### src/rtl/mem_arb_pkg.sv
// Shared definitions for the MEM-stage data RAM arbiter: FSM state encoding,
// default widths and the starvation-guard threshold.
package mem_arb_pkg;

  // FSM state encoding, kept as plain constants for legacy tool flows.
  typedef logic [1:0] arb_state_t;

  localparam arb_state_t StIdle = 2'd0;
  localparam arb_state_t StPend = 2'd1;
  localparam arb_state_t StResp = 2'd2;

  // Default geometry of the data RAM.
  localparam int unsigned ADDR_W_DEF = 6;
  localparam int unsigned DATA_W_DEF = 32;

  // Host-pending cycles lost to the CPU before the host is forced through.
  localparam int unsigned MAX_WAIT_DEF = 15;
  localparam int unsigned CNT_W_DEF    = 4;

  // The host owns the RAM this cycle: it is pending and either the CPU is
  // idle or the starvation guard has expired.
  function automatic logic host_wins(input logic in_pend, input logic cpu_req,
                                     input logic guard_expired);
    return in_pend & (~cpu_req | guard_expired);
  endfunction

endpackage

### src/rtl/arb_wait_counter.sv
// Saturating wait counter for the host starvation guard. Clear has priority
// over enable; the count holds once it reaches MAX_VAL and never wraps.
module arb_wait_counter
  import mem_arb_pkg::*;
#(
  parameter int unsigned CNT_W   = CNT_W_DEF,
  parameter int unsigned MAX_VAL = MAX_WAIT_DEF
) (
  input  logic             i_clk,
  input  logic             i_reset,
  input  logic             i_clr,
  input  logic             i_en,
  output logic [CNT_W-1:0] o_cnt,
  output logic             o_at_max
);

  localparam logic [CNT_W-1:0] MaxVal = CNT_W'(MAX_VAL);

  logic [CNT_W-1:0] r_cnt;
  logic [CNT_W-1:0] w_cnt_nxt;

  assign o_cnt    = r_cnt;
  assign o_at_max = (r_cnt == MaxVal);

  // Next count: clear, or saturating increment when enabled.
  always_comb begin
    w_cnt_nxt = r_cnt;
    if (i_clr) begin
      w_cnt_nxt = '0;
    end else if (i_en && !o_at_max) begin
      w_cnt_nxt = r_cnt + 1'b1;
    end
  end

  // Count register.
  always_ff @(posedge i_clk or negedge i_reset) begin
    if (!i_reset) begin
      r_cnt <= '0;
    end else begin
      r_cnt <= w_cnt_nxt;
    end
  end

endmodule

### src/rtl/mem_port_arbiter.sv
// Arbiter/sequencer for the single-port data RAM behind the MEM stage. The CPU
// MEM stage has priority; a debug/host port gets the RAM in CPU-idle cycles.
// Optional build macro ARB_STARVE_GUARD_EN adds a wait counter that forces the
// host through after MAX_WAIT lost cycles, stalling the CPU for that one cycle.
module mem_port_arbiter
  import mem_arb_pkg::*;
#(
  parameter int unsigned ADDR_W   = ADDR_W_DEF,
  parameter int unsigned DATA_W   = DATA_W_DEF,
  parameter int unsigned MAX_WAIT = MAX_WAIT_DEF,
  parameter int unsigned CNT_W    = CNT_W_DEF
) (
  input  logic              i_clk,
  input  logic              i_reset,
  // MEM stage
  input  logic              i_cpu_req,
  input  logic              i_cpu_we,
  input  logic [ADDR_W-1:0] i_cpu_addr,
  input  logic [DATA_W-1:0] i_cpu_wdata,
  output logic              o_cpu_stall,
  // Host port
  input  logic              i_dbg_req,
  input  logic              i_dbg_we,
  input  logic [ADDR_W-1:0] i_dbg_addr,
  input  logic [DATA_W-1:0] i_dbg_wdata,
  output logic              o_dbg_ready,
  output logic              o_dbg_ack,
  output logic [DATA_W-1:0] o_dbg_rdata,
  // Data RAM
  output logic [ADDR_W-1:0] o_ram_addr,
  output logic              o_ram_we,
  output logic [DATA_W-1:0] o_ram_wdata,
  input  logic [DATA_W-1:0] i_ram_rdata
);

  if (MAX_WAIT < 1 || MAX_WAIT > (2 ** CNT_W) - 1) begin : g_bad_max_wait
    $error("MAX_WAIT must lie in 1..2**CNT_W-1");
  end

  arb_state_t        r_state;
  arb_state_t        w_state_nxt;

  logic              r_host_we;
  logic [ADDR_W-1:0] r_host_addr;
  logic [DATA_W-1:0] r_host_wdata;
  logic [DATA_W-1:0] r_dbg_rdata;

  logic              w_in_idle;
  logic              w_in_pend;
  logic              w_in_resp;
  logic              w_accept;
  logic              w_guard_expired;
  logic              w_host_win;
  logic              w_ram_we;

  assign w_in_idle = (r_state == StIdle);
  assign w_in_pend = (r_state == StPend);
  assign w_in_resp = (r_state == StResp);
  assign w_accept  = w_in_idle & i_dbg_req;

`ifdef ARB_STARVE_GUARD_EN
  logic [CNT_W-1:0] w_wait_cnt;

  // Counts pending cycles the host loses to the CPU; cleared on acceptance.
  arb_wait_counter #(
    .CNT_W  (CNT_W),
    .MAX_VAL(MAX_WAIT)
  ) u_wait_cnt (
    .i_clk   (i_clk),
    .i_reset (i_reset),
    .i_clr   (w_accept),
    .i_en    (w_in_pend & ~w_host_win),
    .o_cnt   (w_wait_cnt),
    .o_at_max(w_guard_expired)
  );

  // The wait counter saturates at the guard threshold.
  a_wait_cnt_bounded : assert property (@(posedge i_clk) disable iff (!i_reset)
    w_wait_cnt <= CNT_W'(MAX_WAIT));

  // A forced grant costs the CPU a single cycle.
  a_stall_single : assert property (@(posedge i_clk) disable iff (!i_reset)
    o_cpu_stall |=> !o_cpu_stall);
`else
  // Without the guard the host only ever gets CPU-idle cycles.
  assign w_guard_expired = 1'b0;
`endif

  assign w_host_win = host_wins(w_in_pend, i_cpu_req, w_guard_expired);

  // Next-state logic: IDLE -> PEND on accept, PEND -> RESP on a win, then back.
  always_comb begin
    w_state_nxt = r_state;
    unique case (r_state)
      StIdle:  if (i_dbg_req)  w_state_nxt = StPend;
      StPend:  if (w_host_win) w_state_nxt = StResp;
      StResp:  w_state_nxt = StIdle;
      default: w_state_nxt = StIdle;
    endcase
  end

  // State register.
  always_ff @(posedge i_clk or negedge i_reset) begin
    if (!i_reset) begin
      r_state <= StIdle;
    end else begin
      r_state <= w_state_nxt;
    end
  end

  // Latch the host request on acceptance; the host inputs are free after that.
  always_ff @(posedge i_clk or negedge i_reset) begin
    if (!i_reset) begin
      r_host_we    <= 1'b0;
      r_host_addr  <= '0;
      r_host_wdata <= '0;
    end else if (w_accept) begin
      r_host_we    <= i_dbg_we;
      r_host_addr  <= i_dbg_addr;
      r_host_wdata <= i_dbg_wdata;
    end
  end

  // Hold the last host read result after the ack cycle.
  always_ff @(posedge i_clk or negedge i_reset) begin
    if (!i_reset) begin
      r_dbg_rdata <= '0;
    end else if (w_in_resp && !r_host_we) begin
      r_dbg_rdata <= i_ram_rdata;
    end
  end

  // RAM port mux: host fields in a host-win cycle, MEM-stage fields otherwise.
  always_comb begin
    o_ram_addr  = i_cpu_addr;
    o_ram_wdata = i_cpu_wdata;
    w_ram_we    = i_cpu_req & i_cpu_we;
    o_cpu_stall = 1'b0;
    if (w_host_win) begin
      o_ram_addr  = r_host_addr;
      o_ram_wdata = r_host_wdata;
      w_ram_we    = r_host_we;
`ifdef ARB_STARVE_GUARD_EN
      o_cpu_stall = i_cpu_req;
`endif
    end
  end

  // No RAM write can leak out while reset is held.
  assign o_ram_we    = i_reset & w_ram_we;

  assign o_dbg_ready = w_in_idle;
  assign o_dbg_ack   = w_in_resp;
  // Read data is visible during the ack cycle straight from the RAM.
  assign o_dbg_rdata = (w_in_resp && !r_host_we) ? i_ram_rdata : r_dbg_rdata;

endmodule

### config.mk
export PLATFORM = sky130hd
export DESIGN_NAME = mem_port_arbiter
export DESIGN_NICKNAME = d
export VERILOG_FILES = /design/src/rtl/mem_arb_pkg.sv /design/src/rtl/arb_wait_counter.sv /design/src/rtl/mem_port_arbiter.sv
export SDC_FILE = /design/constraint.sdc
export NUM_CORES = 1
export LEC_CHECK = 0
export ABC_AREA = 1
export BUFFER_PORTS_ARGS = -buffer_cell sky130_fd_sc_hd__buf_2
export CORE_MARGIN = 8
export CORE_UTILIZATION = 40
export CTS_CLUSTER_SIZE = 16
export DETAILED_ROUTE_END_ITERATION = 8
export PLACE_DENSITY_LB_ADDON = 0.25
export SLEW_MARGIN = 25
export SYNTH_ARGS = -nofsm -noshare
export SYNTH_HDL_FRONTEND = slang
export SYNTH_SLANG_ARGS = --single-unit
### constraint.sdc
create_clock -name i_clk -period 1.19 [get_ports i_clk]
set_clock_uncertainty 0.1 [all_clocks]
set_input_delay 0.0595 -clock i_clk [delete_from_list [all_inputs] [get_ports i_clk]]
set_output_delay 0.0595 -clock i_clk [all_outputs]
set_load 0.02 [all_outputs]
==> results.txt, run 1 <==
Clock tree synthesis inserted a total of 9 buffers. The setup slack after placement came out at -0.165 ns. The final reports fail on hold timing, setup timing. By instance count, the cell type seen most on the critical path is sky130_fd_sc_hd__buf_6. The beginning of the worst register-to-register path is r_state[0]. The class of the most critical setup path is flip-flop to primary output. Across all setup checks in the final design, the least slack found is -0.602 ns. Setup repair after global routing could not meet its margin everywhere. The clock latency of the later-clocked register in the worst-skew pair is ~0.33 ns. The total of buffers placed on input and output ports came out at 186. The synthesized netlist cell count came out at ~450. The share of the synthesized area in the top cell type came out at 53.9%. The run finished, with violations left. The hold violation total from the final report is 1.

The clock passes through at most 2 buffers. The total leakage power is about 0.0036 uW. The fraction of registers with async set/reset is 100%. Summing all non-filler instances in the final layout gives an area of slightly below 7000 um2. The maximum fanout along the worst path came out at 5. The ratio of total power to cell area came out at between 2000 and 2500 nW/um2. The post-synthesis register bit count is 73. The top flip-flop cell by instance count after synthesis is sky130_fd_sc_hd__dfrtp_1.

The number of routed nets with antenna violations came out at 0. The worst supply voltage drop on vdd came out at 1.00 mV. The setup TNS is -57.15 ns.

The slowest library cell on the worst path is sky130_fd_sc_hd__dfrtp_2. STA classifies the critical path startpoint as a flip-flop. The cell area after synthesis came out at 3390 um2.

The initial antenna violation count is 0. The number of remaining DRC errors is 0. The commonest cells after synthesis are 257 x sky130_fd_sc_hd__nand2_1, 73 x sky130_fd_sc_hd__dfrtp_1, 70 x sky130_fd_sc_hd__nand3_1. At the worst endpoint, the required time is around 1 ns.

The min-delay analysis places its worst path in the category input port to flip-flop. The total overflow left after global routing is 0. The core area is 8220 um2. The number of nets in the synthesized netlist came out at 562. The via count of the first global-routing pass is 4006.

The initial DRC count is 237. In this run the most critical hold path is launched from i_ram_rdata[23]. The total number of yosys warnings came out at 0. The pin count of the biggest net entering global routing is 74. The placer's final routability congestion estimate came out at slightly below 0.8. The tool flagged a number of max-cap violations equal to 0. The first global-routing pass estimated 19600 um of wire. Dividing the detail-routed via count by the number of cells gives 5.12. In this run the count of I/O pins placed on the die edge is 188. The H-tree was split into 3 levels. In this run, synthesis inferred 0 flip-flops with an integrated enable. Traced cell by cell, the critical path runs through nor2_4 > buf_6 > buf_6 > nand3_1 > nand2_4 > buf_4. The global router's overall resource usage came out at 20.5%. The number of optimization iterations in the first detailed-route pass is 5.

Clock-pin slew was measured on the worst setup and hold paths at approximately 0.08 ns. The final-report max-slew violation count came to 0. The portion of the clock cycle consumed by the worst path in the final layout came out at 151%.

The endpoint type of the worst setup path is a primary output. Tracing the worst setup path back leads to its startpoint at r_state[0]. By area the synthesized netlist is led by sky130_fd_sc_hd__dfrtp_1 54%, sky130_fd_sc_hd__nand2_1 28%, sky130_fd_sc_hd__nand3_1 10%, sky130_fd_sc_hd__buf_2 2.2%, sky130_fd_sc_hd__buf_4 0.89%. The floorplan die area is about 12000 um2. The average routed wire per standard cell came out at approximately 18 um. TritonCTS built the clock tree. Once the floorplan was initialized, standard cells occupied between 40% and 50% of the core. The share of the Yosys chip area taken by registers is between 50% and 60%. Measured along the y axis, the die boundary spans 108 um.

The minimum clock period after layout is about 1.8 ns. Timing would allow up to between 500 and 600 MHz. Broken down by cell family, the worst path's largest delay share belongs to simple AND/OR/NAND/NOR gates. The placed instance area is 4760 um2. Setup violations remaining at the end of the flow were counted as 145.

The final wirelength is ~16000 um. In the post-synthesis netlist, the cell with the most instances is sky130_fd_sc_hd__nand2_1. Counting both buffers and inverters, the worst setup path holds a total of 3. The root buffer cell chosen for the clock tree is sky130_fd_sc_hd__clkbuf_8. The average footprint of a synthesized cell came out at between 7 and 8 um2. On the worst path, the slowest cell contributes a delay of between 0.4 and 0.5 ns.

For this design, the sink count on the clock tree is 73. Compared with the post-synthesis result, the final layout area differs by 101%. The number of distinct standard cells referenced by the synthesized netlist is 17. In the final layout, the share of cells above drive strength 1 is a little over half. The total via count in the routed design came out at 4362. The horizontal die dimension is ~110 um. The number of rows created at floorplan came out at 33. The data arrival time of the critical path came out at around 1.6 ns. The final layout net count is 856.

The wire-length estimate of the detail-placed layout is about 7900 um. The count of antenna diodes in the layout is 0. The power after layout is about 15000 uW. The biggest area contributor in the post-synthesis netlist is sky130_fd_sc_hd__dfrtp_1. The tightest hold path in the finished design has a slack of -0.0639 ns.
-- area by class of cell --
cell class | instances | area [um2]
Clock buffer | 11 | 151
Inverter | 7 | 30.0
Tap cell | 105 | 131
Timing Repair Buffer | 313 | 2700
Multi-Input combinational cell | 338 | 1880
Sequential cell | 73 | 1830
Clock inverter | 5 | 77.6
Fill cell | 469 | 1420
-- flip-flops by register name, summed over array words and instances (netlist names) --
| signal | count |
|---|---|
| r_dbg_rdata | 32 |
| r_state | 2 |
| r_host_addr | 6 |
| r_host_wdata | 32 |
| r_host_we | 1 |
-- where the power goes --
part	switching, uW	internal, uW	leakage [uW]
clock network	914	1290	0.000115
registers	818	3600	0.000885
logic	4400	4060	0.00257
-- tightest hold or removal path: stages --
cell and delay (ns):
sky130_fd_sc_hd__buf_2 0.11, sky130_fd_sc_hd__nand3_1 0.09, sky130_fd_sc_hd__nand2_2 0.07
-- per-stage QoR --
step                utilization (%)  instances  hold WS (ns)
global route                   82.7        852       -0.0808
CTS                            70.1        823        -0.111
floorplan                         -        448        -0.336
finish                         82.7        852       -0.0639
detailed placement             57.9        740        0.0253
global placement               57.9        740        0.0252
-- final timing paths --
check,to,slack (ns),cells past startpoint
setup / recovery,o_dbg_rdata[18],-0.60,6
setup reg to reg,r_host_wdata[15],-0.39,8
max in group asynchronous,r_state[0],0.47,3
hold reg to reg,r_host_wdata[27],0.38,2
hold / removal,r_dbg_rdata[23],-0.06,3
min in group asynchronous,r_host_wdata[3],0.20,3
-- cell families (layout without fill, tap and decap cells) --
kind of cell    after synthesis  count (layout)  synth area share, %
other cells                   1               1                0.111
flops                        73              73                 53.9
simple gates                334             334                 40.0
buf+inv                      37             336                 5.54
compound gates                3               3                0.443
-- layout by cell type, fill, tap and decap left out, types with 2 or more instances in the layout --
master                          Yosys  layout
sky130_fd_sc_hd__nand2_1          257     143
sky130_fd_sc_hd__buf_2             15     116
sky130_fd_sc_hd__nand2_2            0      84
sky130_fd_sc_hd__dfrtp_1           73      72
sky130_fd_sc_hd__nand3_1           70      67
sky130_fd_sc_hd__dlygate4sd3_1      0      66
sky130_fd_sc_hd__buf_6              2      63
sky130_fd_sc_hd__buf_4              4      49
sky130_fd_sc_hd__nand2_4            0      29
sky130_fd_sc_hd__clkbuf_8           0      11
sky130_fd_sc_hd__buf_12             0       8
sky130_fd_sc_hd__clkbuf_16          0       6
sky130_fd_sc_hd__buf_8              0       5
sky130_fd_sc_hd__inv_1              4       4
sky130_fd_sc_hd__nor2_4             1       4
sky130_fd_sc_hd__clkinv_2           0       3
sky130_fd_sc_hd__nand3_2            1       3
sky130_fd_sc_hd__nor2_2             0       2
sky130_fd_sc_hd__bufinv_16          0       2
-- per-layer routing --
layer  vias to the layer above  global-route usage [%]  routed length [um]
met4                         0                    6.14                 357
met3                        36                    6.25                1490
li1                       1981                       -                   -
met2                       265                    34.6                8080
met5                         -                       0                   0
met1                      2080                    24.7                5570
-- timing repair --
item,4_1_cts,5_1_grt
setup endpoints to repair,145,145
hold buffers,64,2
buffers inserted,2,24
pin swaps,0,13
resized for setup,39,215
gates cloned,1,10
hold endpoints to repair,145,4
No activity file was read; power rests on OpenSTA's default activity.
==> run 2: changes to the inputs <==
--- a/config.mk
+++ b/config.mk
@@ -5,10 +5,9 @@
 export SDC_FILE = /design/constraint.sdc
 export NUM_CORES = 1
 export LEC_CHECK = 0
-export ABC_AREA = 1
 export BUFFER_PORTS_ARGS = -buffer_cell sky130_fd_sc_hd__buf_2
 export CORE_MARGIN = 8
-export CORE_UTILIZATION = 40
+export CORE_UTILIZATION = 39
 export CTS_CLUSTER_SIZE = 16
 export DETAILED_ROUTE_END_ITERATION = 8
 export PLACE_DENSITY_LB_ADDON = 0.25
==> run 2 against run 1 <==
Effect of this change:
- the run still ends with hold timing, setup timing left
- power decreased by 18%
- sequential power is 14% lower
- worst setup slack lost 0.18 ns
- core utilization is 6.3 points lower
- non-clock buffer count decreased by 41
- sequential share of layout area increased by 2.5 points
- synthesized cell count fell by 54%
- cell count fell by 31%
- register-to-register slack worse by 0.22 ns
- via count decreased by 37%
- hold slack got worse by 0.079 ns
- critical path depth shrank 1
- largest cell class unchanged
- largest power group unchanged
==> results.txt, run 2 <==
The flow ran to the end, but the final reports show violations. The final reports fail on hold timing, setup timing. The initial antenna violation count came out at 0. The placer's final routability congestion estimate came out at approximately 0.7. The cell area after synthesis is 3230 um2.

The final cell count without fillers is approximately 590. The die height is between 100 and 150 um. The average footprint of a synthesized cell is around 16 um2. The final-report max-slew violation count came to 0. The register-to-register setup slack came out at -0.61 ns.

The clock latency of the later-clocked register in the worst-skew pair came out at around 0.34 ns. The number of CTS-inserted buffers is 9. The final core utilization came out at roughly 76%. The synthesized netlist cell count is around 210. For this design the static power due to leakage is about 0.0031 uW. Counting along the longest clock path gives a buffer depth of 2. The worst hold slack after final layout came out at -0.143 ns. The fraction of registers with async set/reset came out at between 90% and 100%. The data arrival time of the critical path came out at approximately 1.8 ns. The capturing point of the worst reg2reg path is r_host_addr[3]. In this run the most critical hold path is launched from i_ram_rdata[18]. The quantity of hold-fixing buffers added after cts is just over 40. The path class of the tightest hold or removal check is input port to flip-flop. In this run the critical register-to-register path is launched from r_state[0]. After synthesis, the cell types taking the most area are sky130_fd_sc_hd__dfrtp_1 57%, sky130_fd_sc_hd__mux2_2 37%, sky130_fd_sc_hd__buf_4 1.6%, sky130_fd_sc_hd__nor3b_2 1.2%, sky130_fd_sc_hd__mux2_1 1.0%.

For this run the aggregate overflow at the end of global routing stands at 0. The number of nets in the synthesized netlist is 320. The number of optimization iterations in the first detailed-route pass came out at 4. The hold violation total from the final report came out at 30. The number of clock sinks seen by CTS is 73. The total via count in the routed design came out at around 2800. Setup slack on the critical path of the routed design comes to -0.778 ns. The number of routed nets with antenna violations is 0. The highest clock frequency the design can meet came out at approximately 510 MHz. The largest total area in the synthesized netlist belongs to sky130_fd_sc_hd__dfrtp_1.

The final wirelength is roughly 11000 um. Of the available clock period, the critical path in the final layout requires 165%. The initial cell density of the core is roughly two fifths.

Setup repair after global routing could not meet its margin everywhere. The relative area change from synthesis to final layout came out at 92.4%. Summing internal, switching and leakage power gives approximately 12000 uW. The core area is ~8100 um2.

The TritonCTS clock tree is built. The number of remaining DRC errors came out at 0. The worst setup path is of the flip-flop to primary output kind. The most common cell after layout, fill and taps aside is sky130_fd_sc_hd__buf_2. The buffer type at the clock tree root is sky130_fd_sc_hd__clkbuf_8.

The number of rows created at floorplan is 33. The number of enable-type register cells in the synthesized netlist came out at 0. The post-synthesis register bit count is 73. The clock-pin slew on the worst setup and hold paths is 0.08 ns. The first global-routing pass estimated 16500 um of wire. The average routed wire per standard cell came out at 19.3 um. The filler cells instantiated in the layout total between 500 and 600. The die covers around 11000 um2.

The number of cells on the worst hold path came out at 2. The I/O pin count came out at between 150 and 200. The most common cell in the synthesized netlist is sky130_fd_sc_hd__mux2_2.

The worst supply voltage drop on vdd is roughly 1.3 mV. The top flip-flop cell by instance count after synthesis is sky130_fd_sc_hd__dfrtp_1. The global router's overall resource usage came out at between 10% and 20%. The share of the Yosys chip area taken by registers is between 50 and 60%. The H-tree was split into 3 levels. The setup violation total in the final timing report came out at between 100 and 150. The largest registers in the layout are r_dbg_rdata x32, r_host_wdata x32, r_host_addr x6.

The pin count of the biggest net entering global routing came out at 74. Sorting the synthesized cells by how often they occur yields 106 x sky130_fd_sc_hd__mux2_2, 73 x sky130_fd_sc_hd__dfrtp_1, 7 x sky130_fd_sc_hd__buf_4. The vias per cell came out at between 4 and 5. The reported max-cap violation count is 0. The path with the worst hold slack has its endpoint at r_dbg_rdata[18].

The horizontal die dimension is approximately 110 um. The worst setup path is captured at a primary output. Leaving out fill and tap cells, the most frequent cells in the layout are 131 x sky130_fd_sc_hd__buf_2, 92 x sky130_fd_sc_hd__mux2_4, 79 x sky130_fd_sc_hd__buf_6.

The total of buffers placed on input and output ports is ~190. The via count of the first global-routing pass was about 3000. The maximum fanout along the worst path came out at 8. The final HPWL from detailed placement came out at just under 7000 um. The placed cell count came out at just under 500. The number of cells traversed by the worst register-to-register path came out at 7. The total number of yosys warnings came out at 0. The share of layout cells above drive strength 1 came out at 75.3%. Summed over its instances, the top area cell type makes up roughly 57% of the synthesized netlist area. The final layout net count is just under 600. The synthesized netlist contains 14 unique library cells. The minimum clock period after layout came out at 1.97 ns. Dividing total power by cell area gives a power density of just under 2000 nW/um2. The initial DRC count came out at 74. The worst endpoint required time is 1.03 ns. STA classifies the critical path startpoint as a flip-flop.
-- run 2: changes by cell type in the layout (fill, tap and decap cells not counted), sizes merged, moves of 6 or more --
cell and change:
nand3 -71, clkbuf -6, dlygate4sd3 -25, nand2 -256, mux2 +109, buf -12
-- run 2: timing repair --
item	CTS	global route
buffers inserted	17	18
pin swaps	3	4
resized for setup	125	79
endpoints found under the setup margin	144	145
gates cloned	6	2
endpoints found under the hold margin	145	30
-- run 2: per-stage QoR --
stage	hold slack [ns]	cell area, um2	setup WS, ns	TNS, ns
floorplan	-0.336	3470	-0.390	-43.37
global placement	0.0317	4560	-0.470	-57.46
detailed placement	0.0280	4560	-0.516	-59.05
CTS	-0.178	5860	-0.809	-90.95
global route	-0.159	6210	-0.838	-94.10
finish	-0.143	6220	-0.778	-86.11
-- run 2: layer usage --
layer  up-vias  GRT usage, %  part of all wire, %
li1       1277             -                    -
met2       102          32.1                   55
met3        20          4.98                  5.3
met1      1368          19.9                   38
met4         0          9.95                  2.6
met5         -             0                    0
-- run 2: layout make-up --
| cell class | instances | area (um2) | area share [%] |
|---|---|---|---|
| Antenna cell | 1 | 2.50 | 0.0402 |
| Clock buffer | 9 | 124 | 1.99 |
| Clock inverter | 7 | 101 | 1.63 |
| Multi-Input combinational cell | 120 | 1690 | 27.2 |
| Sequential cell | 73 | 1830 | 29.4 |
| Tap cell | 105 | 131 | 2.11 |
| Timing Repair Buffer | 272 | 2340 | 37.6 |
-- run 2: logic make-up (layout without fill, tap and decap cells) --
| family | count (synthesis) | count (layout) | synth area share (%) |
|---|---|---|---|
| flip-flops | 73 | 73 | 56.5 |
| AO/OA/AOI/OAI | 1 | 1 | 0.232 |
| buffers and inverters | 13 | 288 | 2.75 |
| AND/OR/NAND/NOR | 8 | 8 | 2.05 |
| other | 1 | 2 | 0.116 |
| multiplexers | 110 | 110 | 38.3 |
-- run 2: how the worst max path moves through the flow --
stage          startpoint               end  slack [ns]  cells past startpoint
2_1_floorplan  r_state[0]   r_dbg_rdata[10]       -0.39                      4
3_3_place_gp   r_state[0]  r_host_wdata[28]       -0.47                      4
3_5_place_dp   r_state[0]   r_host_wdata[6]       -0.52                      4
4_1_cts         r_host_we    o_dbg_rdata[3]       -0.81                      5
5_1_grt        r_state[1]   o_dbg_rdata[10]       -0.84                      5
6_report        r_host_we   o_dbg_rdata[21]       -0.78                      5
-- run 2: power breakdown --
part           switching [uW]  total [uW]  internal (uW)  leakage, uW
registers                 415        3820           3410     0.000865
logic                    2560        6350           3790      0.00211
clock network             968        2170           1200     0.000106
-- run 2: worst max-delay path: stages, from the launching register on --
cell and delay [ns]:
sky130_fd_sc_hd__dfrtp_1 0.42, sky130_fd_sc_hd__nor3b_4 0.20, sky130_fd_sc_hd__buf_6 0.18, sky130_fd_sc_hd__clkbuf_16 0.19, sky130_fd_sc_hd__mux2_4 0.32, sky130_fd_sc_hd__buf_6 0.13
==> run 3: changes to the inputs <==
--- a/config.mk
+++ b/config.mk
@@ -7,7 +7,7 @@
 export LEC_CHECK = 0
 export BUFFER_PORTS_ARGS = -buffer_cell sky130_fd_sc_hd__buf_2
 export CORE_MARGIN = 8
-export CORE_UTILIZATION = 39
+export CORE_UTILIZATION = 47
 export CTS_CLUSTER_SIZE = 16
 export DETAILED_ROUTE_END_ITERATION = 8
 export PLACE_DENSITY_LB_ADDON = 0.25
==> constraint.sdc (replaced) <==
create_clock -name i_clk -period 2.5 [get_ports i_clk]
set_clock_uncertainty 0.1 [all_clocks]
set_input_delay 0.125 -clock i_clk [delete_from_list [all_inputs] [get_ports i_clk]]
set_output_delay 0.125 -clock i_clk [all_outputs]
set_load 0.02 [all_outputs]
==> run 3 against run 2 <==
Effect of this change:
- the flow now finishes without violations
- cell count decreased by 5.8%
- cell area decreased by 17%
- first-iteration DRC count decreased by 19%
- critical path depth decreased by 1
- core utilization increased by 0.18 points
- clock power decreased by 63%
- routed wire length decreased by 17%
==> results.txt, run 3 (synthesized netlist as in run 2, its figures left out) <==
The run finished with clean final reports. Summed over all layers, the global routing overflow is 0. The area growth from synthesis to layout is 59.3%. The largest stage delay on the critical path came out at about 0.52 ns. For this run, the number of standard cells in the final layout without fillers is between 500 and 600. The maximum fanout along the worst path is 32.

The core area is 6720 um2. The initial DRC count is 60. The placer's final routability congestion estimate is around 0.73. The routing usage on met3 is between 5 and 6%. The vias per cell came out at ~4.8. The setup slack after placement came out at about 0.58 ns. The maximum clock path buffer count came out at 2.

The final-report max-slew violation count came out at 0. The worst supply voltage drop on vdd is between 0.6 and 0.7 mV. The total via count in the routed design came out at between 2000 and 3000. In this run the worst hold path is classified as input port to flip-flop. The most common cell after layout, fill and taps aside is sky130_fd_sc_hd__buf_2. Walking the worst path, the cells encountered are nor3b_4 > buf_4 > mux2_2 > buf_2. The portion of the clock cycle consumed by the worst path in the final layout is 90.4%. Clock tree synthesis selected as its root buffer the cell sky130_fd_sc_hd__clkbuf_8.

The tool flagged a number of max-cap violations equal to 0. The data arrival time of the critical path came out at between 2 and 2.5 ns. The minimum clock period after layout came out at 2.26 ns. The number of rows created at floorplan is 30. Leaving out fill and tap cells, the most frequent cells in the layout are 185 x sky130_fd_sc_hd__buf_2, 106 x sky130_fd_sc_hd__mux2_2, 73 x sky130_fd_sc_hd__dlygate4sd3_1, 73 x sky130_fd_sc_hd__dfrtp_1, 10 x sky130_fd_sc_hd__clkbuf_8. The via count of the first global-routing pass came out at between 3000 and 4000. The highest clock frequency the design can meet is 442 MHz. The worst endpoint required time is around 2.3 ns. Setup repair after global routing left no endpoint under its margin.

The ratio of total power to cell area came out at ~850 nW/um2. CTS built an H-tree with a depth of 3. The initial cell density of the core is 48.1%.

The met1 global-route usage came out at approximately a fifth. The class of the most critical setup path is flip-flop to primary output. The final layout net count is a little under 600. The share of layout cells above drive strength 1 is 66.6%. The TritonCTS clock tree is built. The buffers plus inverters on the worst setup path is 2. The global-route wire length before repair is 15400 um. The total leakage power is between 0.002 and 0.0025 uW. After detailed routing, the average wire length per cell comes to about 17 um. The number of CTS-inserted buffers is 9. The final HPWL from detailed placement is about 6500 um.

The number of routed nets with antenna violations is 0. Among all stages on the critical path, the largest delay is contributed by sky130_fd_sc_hd__dfrtp_1. The count of antenna diodes in the layout is 0. In the final layout, the registers with the most flip-flops are r_dbg_rdata x32, r_host_wdata x32, r_host_addr x6. Entering global routing, the biggest net connects 40 pins.

The count of instances resized after the clock tree is built came out at 0. For met2 alone, demand over resource in global routing was a little under two fifths. From bottom edge to top edge, the die measures slightly below 100 um. The horizontal die dimension came out at between 90 and 100 um.

The number of buffers inserted by post-CTS setup repair is 0. Once placement completed, the tool counted placed cells totaling 464. The worst setup path is launched from a flip-flop. The clock latency of the later-clocked register in the worst-skew pair came out at between 0.3 and 0.4 ns. In this design, the largest share of critical-path delay is due to buffers and inverters. The endpoint type of the worst setup path is a primary output.

The setup violation total in the final timing report is 0. Summed over all layers, the routed wires come to 9410 um. around 190 I/O pins were placed. The number of remaining DRC errors is 0. Clock-pin slew was measured on the worst setup and hold paths at 0.07 ns.

The setup slack of the critical path after layout is ~0.24 ns. For this run, the detailed router's first-pass iteration total came to 4. Global routing used 19.8% of the available tracks across all layers. The count of buffers added on input and output ports is ~190.

The initial antenna violation count is 0. After global routing, the most crowded layer is met2. The clock drives 73 sinks.

The floorplan die area came out at 9780 um2. The setup TNS is 0 ns. The quantity of hold-fixing buffers added after cts is 73. The hold violation total from the final report is 0.
[run 3: cell types whose count changed in the layout (fill, tap and decap cells not counted), sizes merged]
cell,before,now
buf,229,191
bufinv,2,0
clkinv,1,4
clkinvlp,2,1
diode,1,0
dlygate4sd3,41,73
inv,2,0
[run 3: final timing paths]
check	start	endpoint	slack [ns]	cells past startpoint
max	r_state[1]	o_dbg_rdata[24]	0.24	4
min	i_cpu_req	r_state[0]	0.06	3
max reg2reg	r_state[1]	r_dbg_rdata[24]	0.74	3
min reg2reg	r_dbg_rdata[21]	r_dbg_rdata[21]	0.39	1
max in group asynchronous	i_reset	r_host_wdata[6]	1.24	3
min in group asynchronous	i_reset	r_dbg_rdata[21]	0.20	2
[run 3: power by group]
part | internal, uW | switching, uW
clock network | 384 | 412
registers | 1620 | 176
logic | 840 | 958
[run 3: area by class of cell]
class,instances,area (um2)
clock buffer,11,141
clock inverter,5,31.3
fill,430,1570
multi-input combinational,120,1330
sequential,73,1830
tap,80,100
timing repair buffer,264,1710
[run 3: per-layer routing]
layer,wire length (um),vias up
li1,-,1262
met1,3390,1282
met2,5220,101
met3,608,15
met4,198,0
met5,0,-
[run 3: through the flow]
step | util [%] | power [uW] | area [um2] | hold WS [ns]
finish | 76.6 | 4390 | 5150 | 0.0591
global route | 76.6 | 4650 | 5150 | 0.0770
CTS | 76.6 | 4440 | 5150 | 0.0431
detailed placement | 63.2 | 3540 | 4240 | 0.00691
global placement | 63.2 | 3470 | 4240 | 0.00280
floorplan | - | 2920 | 3230 | -0.271
[run 3: worst min-delay path, cell delays in order]
cell	delay, ns
sky130_fd_sc_hd__buf_2	0.14
sky130_fd_sc_hd__mux2i_1	0.08
sky130_fd_sc_hd__nor2_1	0.08
